`config.mk`:
```
export PLATFORM = sky130hd
export DESIGN_NAME = seg_scan_ctrl_flat
export DESIGN_NICKNAME = d
export VERILOG_FILES = /design/src/rtl/seg_scan_ctrl_pkg.sv /design/src/rtl/seg_scan_ctrl_if.sv /design/src/rtl/seg_scan_ctrl_indicator_7.sv /design/src/rtl/seg_scan_ctrl.sv /design/src/flat_wrapper.sv
export SDC_FILE = /design/constraint.sdc
export NUM_CORES = 1
export LEC_CHECK = 0
export BUFFER_PORTS_ARGS = -buffer_cell sky130_fd_sc_hd__clkbuf_2
export CAP_MARGIN = 20
export CORE_ASPECT_RATIO = 2
export CORE_MARGIN = 2
export CORE_UTILIZATION = 25
export CTS_BUF_LIST = sky130_fd_sc_hd__clkbuf_16
export DETAILED_ROUTE_END_ITERATION = 16
export SLEW_MARGIN = 10
export SYNTH_ARGS = -nofsm -noshare
export SYNTH_HDL_FRONTEND = slang
export SYNTH_HIERARCHICAL = 1
export SYNTH_SLANG_ARGS = --single-unit
```
`constraint.sdc`:
```
create_clock -name clk -period 7.7 [get_ports clk]
set_clock_uncertainty 0.1 [all_clocks]
set_input_delay 1.155 -clock clk [delete_from_list [all_inputs] [get_ports clk]]
set_output_delay 1.155 -clock clk [all_outputs]
set_load 0.02 [all_outputs]
```
`src/rtl/seg_scan_ctrl_pkg.sv`:
```
// seg_pkg: shared widths, blank segment pattern and scan FSM states
package seg_pkg;
  localparam int DIGIT_W = 4;
  localparam int SEG_W = 7;
  localparam logic [SEG_W-1:0] SEG_OFF = 7'b0000000;
  typedef enum logic {ST_GAP, ST_DRIVE} scan_state_t;
endpackage

```
`src/rtl/seg_scan_ctrl_if.sv`:
```
// seg_scan_ctrl_if: host frame-load handshake channel
interface seg_scan_ctrl_if #(parameter int DIGITS = 4);
  logic load_valid;
  logic load_ready;
  logic [seg_pkg::DIGIT_W*DIGITS-1:0] load_data;
  logic [DIGITS-1:0] load_blank;
  modport master(output load_valid, load_data, load_blank, input load_ready);
  modport slave(input load_valid, load_data, load_blank, output load_ready);
endinterface

```
`src/rtl/seg_scan_ctrl_indicator_7.sv`:
```
// indicator_7: hex code to {g,f,e,d,c,b,a} segment decoder
module indicator_7
  import seg_pkg::*;
(
  input  logic [DIGIT_W-1:0] code,
  output logic [SEG_W-1:0]   seg
);
  always_comb begin
    case (code)
      4'h0: seg = 7'h3F;
      4'h1: seg = 7'h06;
      4'h2: seg = 7'h5B;
      4'h3: seg = 7'h4F;
      4'h4: seg = 7'h66;
      4'h5: seg = 7'h6D;
      4'h6: seg = 7'h7D;
      4'h7: seg = 7'h07;
      4'h8: seg = 7'h7F;
      4'h9: seg = 7'h6F;
      4'hA: seg = 7'h77;
      4'hB: seg = 7'h7C;
      4'hC: seg = 7'h39;
      4'hD: seg = 7'h5E;
      4'hE: seg = 7'h79;
      default: seg = 7'h71;
    endcase
  end
endmodule

```
`src/rtl/seg_scan_ctrl.sv`:
```
// seg_scan_ctrl: multiplexed 7-segment scan with double-buffered frame and anti-ghost gap
module seg_scan_ctrl
  import seg_pkg::*;
#(
  parameter int DIGITS = 4,
  parameter int DIV = 1000,
  parameter int BLANK_CYCLES = 2
) (
  input  logic               clk,
  input  logic               rst_n,
  seg_scan_ctrl_if.slave     load,
  output logic [DIGITS-1:0]  dig_sel,
  output logic [SEG_W-1:0]   seg,
  output logic               frame_done
);
  localparam int MAXC = DIV > BLANK_CYCLES ? DIV : BLANK_CYCLES;
  localparam int CW = $clog2(MAXC + 1);
  localparam int IW = $clog2(DIGITS);
  localparam logic [CW-1:0] DIV_LAST = CW'(DIV - 1);
  localparam logic [CW-1:0] GAP_LAST = CW'(BLANK_CYCLES > 0 ? BLANK_CYCLES - 1 : 0);
  localparam logic [IW-1:0] IDX_LAST = IW'(DIGITS - 1);
  scan_state_t state, state_nxt;
  logic [CW-1:0] cnt, cnt_nxt;
  logic [IW-1:0] idx, idx_nxt;
  logic [DIGIT_W*DIGITS-1:0] pend_data, shadow, shadow_nxt;
  logic [DIGITS-1:0] pend_blank, shadow_blank, shadow_blank_nxt;
  logic pend_full, slot_end, boundary, swap, accept;
  logic [DIGIT_W-1:0] code;
  logic [SEG_W-1:0] dec;
  assign load.load_ready = !pend_full;
  // Outputs are registered from the next-state view, so the decoder sees the post-swap shadow.
  always_comb begin
    slot_end = state == ST_DRIVE && cnt == DIV_LAST;
    boundary = slot_end && idx == IDX_LAST;
    swap = boundary && pend_full;
    accept = load.load_valid && !pend_full;
    state_nxt = state;
    cnt_nxt = cnt + 1'b1;
    idx_nxt = idx;
    if (state == ST_GAP && cnt == GAP_LAST) begin
      state_nxt = ST_DRIVE;
      cnt_nxt = '0;
    end else if (slot_end) begin
      state_nxt = BLANK_CYCLES == 0 ? ST_DRIVE : ST_GAP;
      cnt_nxt = '0;
      idx_nxt = boundary ? '0 : idx + 1'b1;
    end
    shadow_nxt = swap ? pend_data : shadow;
    shadow_blank_nxt = swap ? pend_blank : shadow_blank;
    code = shadow_nxt[idx_nxt*DIGIT_W +: DIGIT_W];
  end
  indicator_7 u_dec (.code(code), .seg(dec));
  always_ff @(posedge clk) begin
    if (!rst_n) begin
      state <= ST_GAP;
      cnt <= '0;
      idx <= '0;
      pend_full <= 1'b0;
      pend_data <= '0;
      pend_blank <= '0;
      shadow <= '0;
      shadow_blank <= '1;
      dig_sel <= '0;
      seg <= SEG_OFF;
      frame_done <= 1'b0;
    end else begin
      state <= state_nxt;
      cnt <= cnt_nxt;
      idx <= idx_nxt;
      shadow <= shadow_nxt;
      shadow_blank <= shadow_blank_nxt;
      pend_full <= accept || (pend_full && !swap);
      if (accept) begin
        pend_data <= load.load_data;
        pend_blank <= load.load_blank;
      end
      dig_sel <= state_nxt == ST_DRIVE ? DIGITS'(1) << idx_nxt : '0;
      seg <= state_nxt == ST_DRIVE && !shadow_blank_nxt[idx_nxt] ? dec : SEG_OFF;
      frame_done <= boundary;
    end
  end
endmodule

```
`src/flat_wrapper.sv`:
```
// flat-port wrapper written by rule: the top's interface ports become plain ports
module seg_scan_ctrl_flat import seg_pkg::*;
#(
  parameter int DIGITS = 4,
  parameter int DIV = 1000,
  parameter int BLANK_CYCLES = 2
)
  (clk, rst_n, dig_sel, seg, frame_done, load_load_valid, load_load_data, load_load_blank, load_load_ready);
  seg_scan_ctrl_if #(.DIGITS(DIGITS)) load_i ();
  input  logic clk;
  input  logic rst_n;
  output logic [DIGITS-1:0] dig_sel;
  output logic [SEG_W-1:0] seg;
  output logic frame_done;
  input wire logic [$bits(load_i.load_valid)-1:0] load_load_valid;
  input wire logic [$bits(load_i.load_data)-1:0] load_load_data;
  input wire logic [$bits(load_i.load_blank)-1:0] load_load_blank;
  output wire logic [$bits(load_i.load_ready)-1:0] load_load_ready;
  assign load_i.load_valid = load_load_valid;
  assign load_i.load_data = load_load_data;
  assign load_i.load_blank = load_load_blank;
  assign load_load_ready = load_i.load_ready;
  seg_scan_ctrl #(.DIGITS(DIGITS), .DIV(DIV), .BLANK_CYCLES(BLANK_CYCLES)) u_core (.clk(clk), .rst_n(rst_n), .load(load_i), .dig_sel(dig_sel), .seg(seg), .frame_done(frame_done));
endmodule
```
==> flow_metrics.env, run 1 <==
export IMPL_rows=59
export IMPL_critPathArrivalTime_ns=4.38
export IMPL_yosys_top_cells_area="dfxtp_1 (41%), nand2_1 (9.7%), a21boi_0 (8.1%), ha_1 (3.8%), nand3_1 (3.1%)"
export IMPL_outcome="finished, final reports clean"
export IMPL_path_class="flip-flop to flip-flop"
export IMPL_wl_met1_um=3448
export IMPL_period_needed_ns=4.284
export IMPL_syn_nets=407
export IMPL_yosysSeqAreaShare_pct=40.60
export IMPL_reg2reg_slack_ns=3.42
export IMPL_hold_path_class="flip-flop to flip-flop"
export IMPL_io_pins=36
export IMPL_fin_nets=432
export IMPL_antenna_found_initial=0
export IMPL_setup_ws_ns=3.416
export IMPL_drv_slew=0
export IMPL_p_int_uw=660.4
export IMPL_rsz0062_at_grt="false"
export IMPL_finalCritPeriodShare_pct=55.63
export IMPL_drive_above_1_share_pct=17.57
export IMPL_combinationalPowerShare_pct=6.0
export IMPL_drt_iter0_drc=212
export IMPL_synth_top_area_share_pct=40.60
export IMPL_synth_top_family_by_area="simple AND/OR/NAND/NOR gates"
export IMPL_die_area_mm2=0.01400
export IMPL_cts_buffers=9
export IMPL_utilization_pct=29.88
export IMPL_yosys_area_share_simple_pct=21.76
export IMPL_drt_wl_total_um=6893
export IMPL_drt_wirelength_per_cell_um=12.40
export IMPL_slew_limit_headroom_pct=32.99
export IMPL_switching_share_pct=23.02
export IMPL_clock_tree_root_cell="clkbuf_16"
export IMPL_synth_cell_type_count=49
export IMPL_clk_latency_ns=0.33
export IMPL_timing_fmax_mhz=233.5
export IMPL_grt_pass1_vias=2510
export IMPL_place_ws_ns=3.472
export IMPL_hold_buffers=0
export IMPL_netlist_instances=374
export IMPL_worst_pin_slew_ns=0.9772
export IMPL_track_usage_pct=10.47
export IMPL_yosys_area_share_adder_pct=3.845
export IMPL_detailroute_wirelength_met3_um=353
export IMPL_synth_edf_count=0
export IMPL_clk_pin_slew_ns=0.06
export IMPL_rr_worst_depth=11
export IMPL_synthToLayoutAreaGrowth_pct=17.92
export IMPL_synth_seq_cells=66
export IMPL_fp_dieW_um=84.68
export IMPL_top_layer_used="met4"
export IMPL_grt_max_degree=47
export IMPL_insertedDiodeCount=0
export IMPL_worstReg2RegEnd="u_core/seg[3]"
export IMPL_gp_congestion=0.8870
export IMPL_drc=0
export IMPL_dr_pass1_iters=4
export IMPL_start_util_pct=25.34
export IMPL_dp_cells=539
export IMPL_core_area_mm2=0.01284
export IMPL_min_path_cells=2
export IMPL_nFillCells=1384
export IMPL_overflow=0
export IMPL_synth_area_mm2=0.003254
export IMPL_p_sw_uw=197.5
export IMPL_synth_commonest_cells="nand2_1 (84), dfxtp_1 (66), a21boi_0 (35)"
export IMPL_setup_viol=0
export IMPL_cp_end_kind="flip-flop"
export IMPL_crit_start="u_core/cnt[0]"
export IMPL_h_tree_depth=3
export IMPL_synth_compound_area_share_pct=19.38
export IMPL_p_leak_nw=1.423
export IMPL_grt_pass1_wl_um=11970
export IMPL_wl_met2_um=2924
export IMPL_ir_drop_mv=0.1917
export IMPL_r2r_start="u_core/cnt[0]"
export IMPL_portBuffers=35
export IMPL_maxCapViolCount=0
export IMPL_yosysMostFrequentCell="nand2_1"
export IMPL_async_flop_share_pct=0
export IMPL_die_y_um=165.4
export IMPL_power_frac_seq_pct=42.4
export IMPL_drt_antenna_violating_nets=0
export IMPL_p_clk_share_pct=51.6
export IMPL_crit_path_max_fanout=16
export IMPL_cp_endpoint="u_core/seg[3]"
export IMPL_viasPerCell=4.808
export IMPL_cts_tree="yes"
export IMPL_finalHoldViolCount=0
export IMPL_cts_sinks=66
export IMPL_postCtsSetupBuffers=0
export IMPL_yosysTopAreaCell="dfxtp_1"
export IMPL_synth_warnings=6
export IMPL_power_density_mw_per_mm2=223.6
export IMPL_crit_required_ns=7.80
export IMPL_stdcell_count=556
export IMPL_cts_buffer_depth=2
export IMPL_dr_total_vias=2673
export IMPL_hpwl_um=4763
export IMPL_muxShareOfSynthArea_pct=6.767
export IMPL_synth_avg_cell_area_um2=8.702
export IMPL_setup_tns_final_ns=0
export IMPL_ys_flop_type="dfxtp_1"
export IMPL_cp_start_kind="flip-flop"
export IMPL_cts_resized=0
export IMPL_synth_xor_area_share_pct=2.153
flip-flops by register name, summed over array words and instances, names as in the netlist:
| name | flops |
|---|---|
| u_core/cnt | 10 |
| u_core/dig_sel | 4 |
| u_core/frame_done | 1 |
| u_core/idx | 2 |
| u_core/pend_blank | 4 |
| u_core/pend_data | 16 |
| u_core/pend_full | 1 |
| u_core/seg | 7 |
| u_core/shadow | 16 |
| u_core/shadow_blank | 4 |
| u_core/state | 1 |
power by group through the flow:
stage / Combinational [mW] / Clock, mW / Sequential (mW)
3_5_place_dp: 0.0503 / 0 / 0.371
3_3_place_gp: 0.0500 / 0 / 0.370
6_report: 0.0518 / 0.442 / 0.364
4_1_cts: 0.0505 / 0.453 / 0.364
2_1_floorplan: 0.0352 / 0 / 0.369
5_1_grt: 0.0596 / 0.469 / 0.366
worst max-delay path: stages, from the launching register on:
cell and delay, ns:
dfxtp_1 0.40, ha_1 0.27, nand4_2 0.38, o31ai_1 0.67, and2_1 0.40, a2111oi_0 0.16
a211oi_1 0.56, inv_1 0.21, ha_1 0.36, mux4_2 0.48, nand3_1 0.08, o22ai_1 0.08
layer usage:
layer | track usage, % | vias up
met5 | 0 | -
met4 | 5.267 | 0
met3 | 2.435 | 17
met2 | 14.96 | 70
met1 | 14.63 | 1218
li1 | - | 1368
how the worst min path moves through the flow:
stage,start,to,slack [ns]
floorplan,u_core/shadow[0],u_core/shadow[0],0.33
finish,u_core/shadow[0],u_core/shadow[0],0.35
global route,u_core/shadow[1],u_core/shadow[1],0.37
global placement,u_core/shadow[1],u_core/shadow[1],0.34
CTS,u_core/shadow[1],u_core/shadow[1],0.35
detailed placement,u_core/shadow[1],u_core/shadow[1],0.35
cell usage in the layout, fill, tap and decap left out, drive strengths merged, types with 2 or more instances in the layout:
master and n:
bufinv 2, and2 4, and3 4, ha 10
buf 2, mux2i 10, nor4 7, o22ai 7
o21ai 6, xnor2 5, o31a 3, nand2 84
o221a 3, or4 2, inv 13, a2111o 3
a22oi 2, dfxtp 66, a2111oi 2, xor2 3
nor2b 3, a21boi 42, o31ai 3, o311ai 3
and4 2, o41ai 3, nand3 20, a31oi 3
mux2 5, nor2 21, nand4 4, clkinv 3
clkbuf 44
kinds of logic after synthesis:
logic type      count (synthesis)
fa+ha+maj                      10
simple gates                  156
xor+xnor                        8
buf+inv                        35
flops                          66
compound gates                 83
mux                            16
through the flow:
step / area, um2 / hold WS, ns / power (mW)
2_1_floorplan: 3254 / 0.3286 / 0.4043
3_3_place_gp: 3500 / 0.3424 / 0.4202
3_5_place_dp: 3500 / 0.3460 / 0.4213
4_1_cts: 3827 / 0.3543 / 0.8675
5_1_grt: 3837 / 0.3673 / 0.8951
6_report: 3837 / 0.3525 / 0.8580
area by class of cell:
class	count	area (um2)	area share, %
clock buffer	9	225.2	5.869
tap	152	190.2	4.956
clock inverter	7	102.6	2.674
sequential	66	1321	34.43
inverter	12	45.04	1.174
timing repair buffer	37	190.2	4.956
multi-input combinational	273	1763	45.94
Note: power is estimated with default switching activity, not from simulation.
==> run 2: changes to the inputs <==
clock period = 4.45 ns   (was 7.7 ns; I/O delays follow)
==> run 2 against run 1 <==
Compared with the run above: clock-buffer cell count stayed put; sequential share of layout area is 0.18 points higher; core utilization is 0.16 points lower; flip-flop and latch count stayed put; cell count is 0.54% higher; first-iteration DRC count is 42% lower; critical path type unchanged; largest cell class unchanged; highest routed layer unchanged.
==> flow_metrics.env, run 2 (synthesis gave the netlist of run 1 again) <==
export IMPL_outcome="finished, final reports clean"
export IMPL_use_met2_pct=15.07
export IMPL_power_density_mw_per_mm2=365.2
export IMPL_drt_wl_total_um=6784
export IMPL_die_y_um=165.4
export IMPL_setup_viol=0
export IMPL_grt_use_met1_pct=13.46
export IMPL_worstHoldStart="u_core/shadow[2]"
export IMPL_clk_latency_ns=0.33
export IMPL_cts_sinks=66
export IMPL_ir_drop_mv=0.3032
export IMPL_clock_tree_root_cell="clkbuf_16"
export IMPL_hold_buffers=0
export IMPL_portBuffers=35
export IMPL_dr_total_vias=2670
export IMPL_grt_util_met3_pct=2.485
export IMPL_worstReg2RegEnd="u_core/seg[3]"
export IMPL_rows=59
export IMPL_crit_path_max_fanout=16
export IMPL_crit_chain="ha_1 -> nand4_2 -> o31ai_1 -> buf_4 -> and2_1 -> a2111oi_0 -> a211oi_1 -> inv_1 -> ha_1 -> mux4_2 -> nand3_1 -> o22ai_1"
export IMPL_seq_area_mm2=0.001321
export IMPL_dr_pass1_iters=4
export IMPL_core_area_mm2=0.01284
export IMPL_cp_end_kind="flip-flop"
export IMPL_drv_slew=0
export IMPL_p_int_mw=1.074
export IMPL_critical_path_most_common_cell="ha_1"
export IMPL_min_path_cells=2
export IMPL_cts_buffers=9
export IMPL_hpwl_um=4757
export IMPL_fin_nets=435
export IMPL_rr_worst_depth=12
export IMPL_layout_common_cells="nand2_1 (84), dfxtp_1 (66), clkbuf_2 (35), a21boi_0 (35), nor2_1 (21)"
export IMPL_gp_congestion=0.8744
export IMPL_synthToLayoutAreaGrowth_pct=17.30
export IMPL_h_tree_depth=3
export IMPL_power_frac_seq_pct=45.2
export IMPL_drive_above_1_share_pct=17.69
export IMPL_multi_input_area_mm2=0.001763
export IMPL_cp_start_kind="flip-flop"
export IMPL_grt_pass1_wl_um=11510
export IMPL_overflow=0
export IMPL_drc=0
export IMPL_cts_buffer_depth=2
export IMPL_cts_tree="yes"
export IMPL_largestRegisters="u_core/pend_data x16, u_core/shadow x16, u_core/cnt x10"
export IMPL_reg2reg_slack_ns=0.43
export IMPL_path_class="flip-flop to flip-flop"
export IMPL_insertedDiodeCount=0
export IMPL_slew_limit_headroom_pct=48.94
export IMPL_drt_iter0_drc=124
export IMPL_rsz0062_at_grt="false"
export IMPL_cpMaxStageDelayCell="a211oi_1"
export IMPL_io_pins=36
export IMPL_die_area_mm2=0.01400
export IMPL_grt_max_degree=47
export IMPL_period_needed_ns=4.022
export IMPL_hold_path_class="flip-flop to flip-flop"
export IMPL_r2r_start="u_core/cnt[0]"
export IMPL_start_util_pct=25.34
export IMPL_drt_wirelength_per_cell_um=12.14
export IMPL_cp_slowest_stage_delay_ns=0.56
export IMPL_cts_resized=0
export IMPL_finalCritPeriodShare_pct=90.38
export IMPL_hold_path_endpoint="u_core/shadow[2]"
export IMPL_crit_required_ns=4.54
export IMPL_p_sw_uw=319.6
export IMPL_fp_dieW_um=84.68
export IMPL_finalHoldViolCount=0
export IMPL_combinationalPowerShare_pct=6.3
export IMPL_p_leak_nw=1.421
export IMPL_critPathArrivalTime_ns=4.11
export IMPL_p_clk_share_pct=48.5
export IMPL_switching_share_pct=22.93
export IMPL_postCtsSetupBuffers=0
export IMPL_mostFrequentLayoutCell="nand2_1"
export IMPL_busiest_layer="met2"
export IMPL_track_usage_pct=10.07
export IMPL_worst_pin_slew_ns=0.7659
export IMPL_viasPerCell=4.776
export IMPL_nFillCells=1385
export IMPL_antenna_found_initial=0
export IMPL_setup_tns_final_ns=0
export IMPL_drt_antenna_violating_nets=0
export IMPL_timing_fmax_mhz=248.6
export IMPL_clk_pin_slew_ns=0.05
export IMPL_grt_pass1_vias=2481
export IMPL_p_total_mw=1.394
export IMPL_maxCapViolCount=0
-- run 2: layout make-up --
cell class              instances  share of cell area, %
multi-input cells             273                  46.18
clock buffers                   9                  5.900
well taps                     152                  4.982
flip-flops and latches         66                  34.61
inverters                      12                  1.180
repair buffers                 40                  5.572
clock inverters                 7                  1.573
-- run 2: metal layers --
| layer | vias to the layer above | wire [um] | share of wire, % |
|---|---|---|---|
| li1 | 1377 | - | - |
| met1 | 1209 | 3537 | 52 |
| met2 | 73 | 2786 | 41 |
| met3 | 11 | 319 | 4.7 |
| met4 | 0 | 141 | 2.1 |
| met5 | - | 0 | 0 |
-- run 2: how the worst max path moves through the flow --
stage                              from       endpoint  slack (ns)  depth (start not counted)
after CTS                 u_core/cnt[0]  u_core/seg[1]        0.41                         13
final                     u_core/cnt[0]  u_core/seg[3]        0.43                         12
after floorplan           u_core/cnt[0]  u_core/seg[3]        0.98                         12
after detailed placement  u_core/cnt[0]  u_core/seg[1]        0.45                         13
after global placement    u_core/cnt[0]  u_core/seg[3]        0.61                         12
after global routing      u_core/cnt[0]  u_core/seg[1]        0.01                         13
-- run 2: critical path: cells and delay by family, from the launching register on --
family	cells	cell delay, ns
AOI/OAI and AO/OA	4	1.16
and+or+nand+nor	3	0.76
adders and majority gates	2	0.62
muxes	1	0.47
buffers and inverters	2	0.39
DFF	1	0.38
-- run 2: power by group through the flow --
stage	Clock [mW]	Sequential, mW	Combinational (mW)
finish	0.677	0.630	0.0879
CTS	0.693	0.629	0.0871
global placement	0	0.641	0.0853
detailed placement	0	0.642	0.0868
global route	0.715	0.632	0.101
floorplan	0	0.639	0.0608
-- run 2: through the flow --
stage               utilization (%)  cells  setup slack (ns)  cell area (um2)  hold slack, ns
detailed placement            27.42    542            0.4474             3522          0.3499
floorplan                         -    374            0.9841             3254          0.3286
global placement              27.42    542            0.6139             3522          0.3444
CTS                           29.64    558            0.4117             3807          0.3594
finish                        29.72    559            0.4281             3817          0.3613
global route                  29.72    559           0.01301             3817          0.3803
